[config.mk]
export PLATFORM = sky130hd
export DESIGN_NAME = aes_dec_sched
export DESIGN_NICKNAME = d
export VERILOG_FILES = /design/src/rtl/aes_dec_sched.sv
export SDC_FILE = /design/constraint.sdc
export NUM_CORES = 1
export LEC_CHECK = 0
export BUFFER_PORTS_ARGS = -buffer_cell sky130_fd_sc_hd__buf_4
export CORE_AREA = 2 2 51 53
export DETAILED_ROUTE_END_ITERATION = 6
export DIE_AREA = 0 0 53 55
export PLACE_DENSITY = 0.5
export SLEW_MARGIN = 30
export SYNTH_ARGS = -nofsm -noshare
export SYNTH_HDL_FRONTEND = slang
export SYNTH_SLANG_ARGS = --single-unit
[constraint.sdc]
create_clock -name eph1 -period 4.3 [get_ports eph1]
set_input_delay 0.86 -clock eph1 [delete_from_list [all_inputs] [get_ports eph1]]
set_output_delay 0.86 -clock eph1 [all_outputs]
set_load 0.02 [all_outputs]
[src/rtl/aes_dec_sched.sv]
// aes_dec_sched: round sequencer and two-requester round-robin arbiter for
// the iterative AES inverse-cipher datapath. Drives load / round-key index /
// final-round controls for 10, 12 or 14 rounds and reports completion.
// Optional feature macro: AES_DEC_SCHED_HOLD_EN (DONE held until done_ack_i).
module aes_dec_sched #(
  parameter int unsigned KEY_IDX_W = 4,
  parameter int unsigned NR128     = 10,
  parameter int unsigned NR192     = 12,
  parameter int unsigned NR256     = 14
) (
  input  logic                 eph1,
  input  logic                 reset,
  input  logic [1:0]           req_vld_i,
  input  logic [1:0][1:0]      req_ksz_i,
  output logic [1:0]           req_gnt_o,
  output logic                 dp_load_o,
  output logic                 dp_src_o,
  output logic [KEY_IDX_W-1:0] dp_wkey_idx_o,
  output logic [KEY_IDX_W-1:0] dp_key_idx_o,
  output logic                 dp_final_o,
  output logic                 dp_hold_o,
  output logic                 done_vld_o,
  output logic                 done_id_o,
  input  logic                 done_ack_i,
  output logic                 busy_o
);

  typedef enum logic [1:0] {
    IDLE = 2'd0,
    RUN  = 2'd1,
    DONE = 2'd2
  } state_t;

  state_t               state;
  logic [KEY_IDX_W-1:0] ctr;
  logic [KEY_IDX_W-1:0] nr;
  logic                 owner;
  logic                 ptr;
  logic                 first;

  logic                 leave_done;
  logic                 can_grant;
  logic                 win;
  logic [1:0]           gnt;
  logic [KEY_IDX_W-1:0] nr_sel;

`ifdef AES_DEC_SCHED_HOLD_EN
  assign leave_done = done_ack_i;
  assign dp_hold_o  = (state == DONE) && !done_ack_i;
`else
  logic unused_ack;
  assign unused_ack = done_ack_i;
  assign leave_done = 1'b1;
  assign dp_hold_o  = 1'b0;
`endif

  assign can_grant = !reset && ((state == IDLE) || ((state == DONE) && leave_done));

  // Round-robin winner selection, grant decode and winner's round count
  always_comb begin
    win    = (req_vld_i == 2'b11) ? ptr : req_vld_i[1];
    gnt    = '0;
    nr_sel = KEY_IDX_W'(NR256);
    if (can_grant && (req_vld_i != 2'b00)) gnt[win] = 1'b1;
    case (req_ksz_i[win])
      2'b00:   nr_sel = KEY_IDX_W'(NR128);
      2'b01:   nr_sel = KEY_IDX_W'(NR192);
      default: nr_sel = KEY_IDX_W'(NR256);
    endcase
  end

  // Sequencer state, round down-counter, owner and priority pointer
  always_ff @(posedge eph1) begin
    if (reset) begin
      state <= IDLE;
      ctr   <= '0;
      nr    <= '0;
      owner <= 1'b0;
      ptr   <= 1'b0;
      first <= 1'b0;
    end else begin
      first <= 1'b0;
      case (state)
        IDLE: ;
        RUN: begin
          if (ctr == '0) state <= DONE;
          else           ctr   <= ctr - KEY_IDX_W'(1);
        end
        DONE: if (leave_done) state <= IDLE;
        default: state <= IDLE;
      endcase
      // A grant only fires in IDLE or a departing DONE, so it overrides the
      // default transition above and gives back-to-back blocks with no bubble.
      if (gnt != 2'b00) begin
        state <= RUN;
        owner <= win;
        ptr   <= ~win;
        nr    <= nr_sel;
        ctr   <= nr_sel - KEY_IDX_W'(1);
        first <= 1'b1;
      end
    end
  end

  assign req_gnt_o     = gnt;
  assign dp_load_o     = first;
  assign dp_src_o      = (state == RUN) && owner;
  assign dp_wkey_idx_o = first ? nr : '0;
  assign dp_key_idx_o  = (state == RUN) ? ctr : '0;
  assign dp_final_o    = (state == RUN) && (ctr == '0);
  assign done_vld_o    = (state == DONE);
  assign done_id_o     = (state == DONE) && owner;
  assign busy_o        = (state != IDLE);

endmodule

==> flow_summary.yaml <==
routing:
  vias_per_cell: 4.67
  drtAntennaViolNets: 0
  num_vias: 649
  avgRoutedWirePerCell_um: 11.0
  wirelength_um: 1530
  first_pass_iters: 4
  drc: 0
  drt_iter0_drc: 1
layout:
  multi_input_area_um2: 425
  layout_common_cells: "buf_4 (22), dfxtp_1 (12), nor2_1 (9), and2_1 (9)"
  drive_gt1_share_pct: 31.2
  antennaDiodeCount: 0
  syn_to_final_growth_pct: 32.0
  fin_nets: 120
  num-fill-cells: 265
  register_area_um2: 240
  mostFrequentLayoutCell: "buf_4"
placed_design:
  globalplace.congestion: 0.733
  port_buffers: 22
  dp_hpwl_um: 1140
  pre_cts_ws_ps: 1520
status:
  outcome: "complete, no violations"
global_route:
  grt_pass1_wl_um: 2550
  globalRouteOverflowTotal: 0
  grt_pass1_vias: 606
  antenna_found_initial: 0
  grt_max_degree: 17
  grtUsageTotal_pct: 12.5
yosys:
  synth_cell_type_count: 31
  synthFlopType: "dfxtp_1"
  async_flop_share_pct: 0
  yosysTopAreaCell: "dfxtp_1"
  synthCells: 86
  yosys_warnings: 0
  synthesis.area_um2: 688
  synth-edff-count: 0
  ys_seq_elements: 12
  synth_area_leaders: "dfxtp_1 (35%), and2_1 (8.2%), nor2_1 (4.9%)"
  avgSynthCellArea_um2: 8.00
  seq_area_frac_synth_pct: 34.9
  yosys.area.top_type_share_pct: 34.9
setup_path:
  cp.required_ps: 3440
  cp-end-kind: "output port"
  path_class: "input pin to output port"
  cp.arrival_ps: 1710
  startpoint_type: "input pin"
  crit_path_max_fanout: 6
job:
  maxCapViolCount: 0
pwr:
  p_leak_uw: 0.000390
  powerDensity_mw_per_mm2: 373
  total_power_uw: 339
  irDropWorstVdd_mv: 0.164
clock_tree:
  root_buffer: "clkbuf_4"
  clk_latency_ps: 270
  clkSinkCount: 12
  cts_resized: 0
  holdBufCountCts: 0
  cts_max_level: 1
  cts_tree: "built"
  clockBufferDepth: 2
  cts_buffers: 3
  cts_setup_buffers: 0
  path_clk_slew_ps: 70
floorplan:
  fp.dieW_um: 53
  io-pin-count: 26
  die_h_um: 55
  num_rows: 18
  die_area_mm2: 0.00292
  coreArea_mm2: 0.00236
  start_util_pct: 29.1
timing:
  drv_slew: 0
  holdWs_ps: 452
  hold_violations: 0
  setup_tns_ps: 0
  post-route-min-period_ps: 2570
  setup_viol: 0
  fmax_mhz: 389
  skew_ps: 3.62
  rsz0062_at_grt: "no"
  setup_ws_ps: 1730
  period_share_pct: 59.7
min_path:
  hp-class: "flop to flop"
-- synthesized netlist by cell type (2+ instances only) --
master,n
a211oi_1,4
a21oi_1,6
and2_1,9
buf_4,2
clkbuf_1,2
dfxtp_1,12
nand2_1,6
nand3_1,2
nor2_1,9
nor2b_1,5
nor3_1,3
nor4_1,3
o21ai_0,4
or2_2,2
-- stage by stage --
stage	util (%)	std cells	area, um^2
finish	38.4	139	908
global route	38.4	139	908
CTS	38.4	139	908
detailed placement	36.9	135	872
global placement	36.9	135	872
floorplan	-	87	692
-- worst paths after layout --
check,cells past startpoint,from,slack [ps],endpoint
max reg2reg,7,ptr$_SDFFE_PP0P_,2280,ctr[2]$_SDFFE_PP0P_
min reg2reg,2,nr[2]$_SDFFE_PP0P_,450,nr[2]$_SDFFE_PP0P_
min,2,nr[2]$_SDFFE_PP0P_,450,nr[2]$_SDFFE_PP0P_
max,5,req_vld_i[0],1730,req_gnt_o[0]
-- worst max-delay path: stages --
cell and delay, ps:
buf_4 90, nor2b_1 320, nor2_1 120, nor3_1 150
buf_4 170
-- cells by family (layout without fill, tap and decap cells) --
family,Yosys count,count (layout),share of synthesized area [%]
compound gates,21,21,21.1
buf+inv,5,27,3.82
flops,12,12,34.9
fa+ha+maj,1,1,1.82
other cells,1,2,0.545
simple gates,46,46,37.8
-- report_power, final --
part / internal, uW / total, uW / switching (uW) / leakage (uW)
Clock: 51.4 / 88.2 / 36.8 / 0.0000210
Combinational: 49.2 / 109 / 59.6 / 0.000269
Sequential: 126 / 142 / 15.8 / 0.0000998
-- layer usage --
metal / vias up / track usage [%] / part of all wire [%]
met4: 0 / 10.3 / 1.8
met1: 284 / 14.8 / 47
li1: 350 / - / -
met2: 13 / 20.2 / 47
met3: 2 / 1.88 / 4.3
met5: - / 0 / 0
-- state kept, by name, summed over array words and instances (netlist names) --
signal / cells
ptr: 1
state: 2
ctr: 4
nr: 3
owner: 1
dp_load_o: 1
-- area by class of cell --
type	count	share of cell area, %
Tap cell	30	4.13
Multi-Input combinational cell	70	46.8
Clock buffer	4	3.99
Inverter	1	0.413
Timing Repair Buffer	22	18.2
Sequential cell	12	26.4
Power figures use the tool's default switching activity.
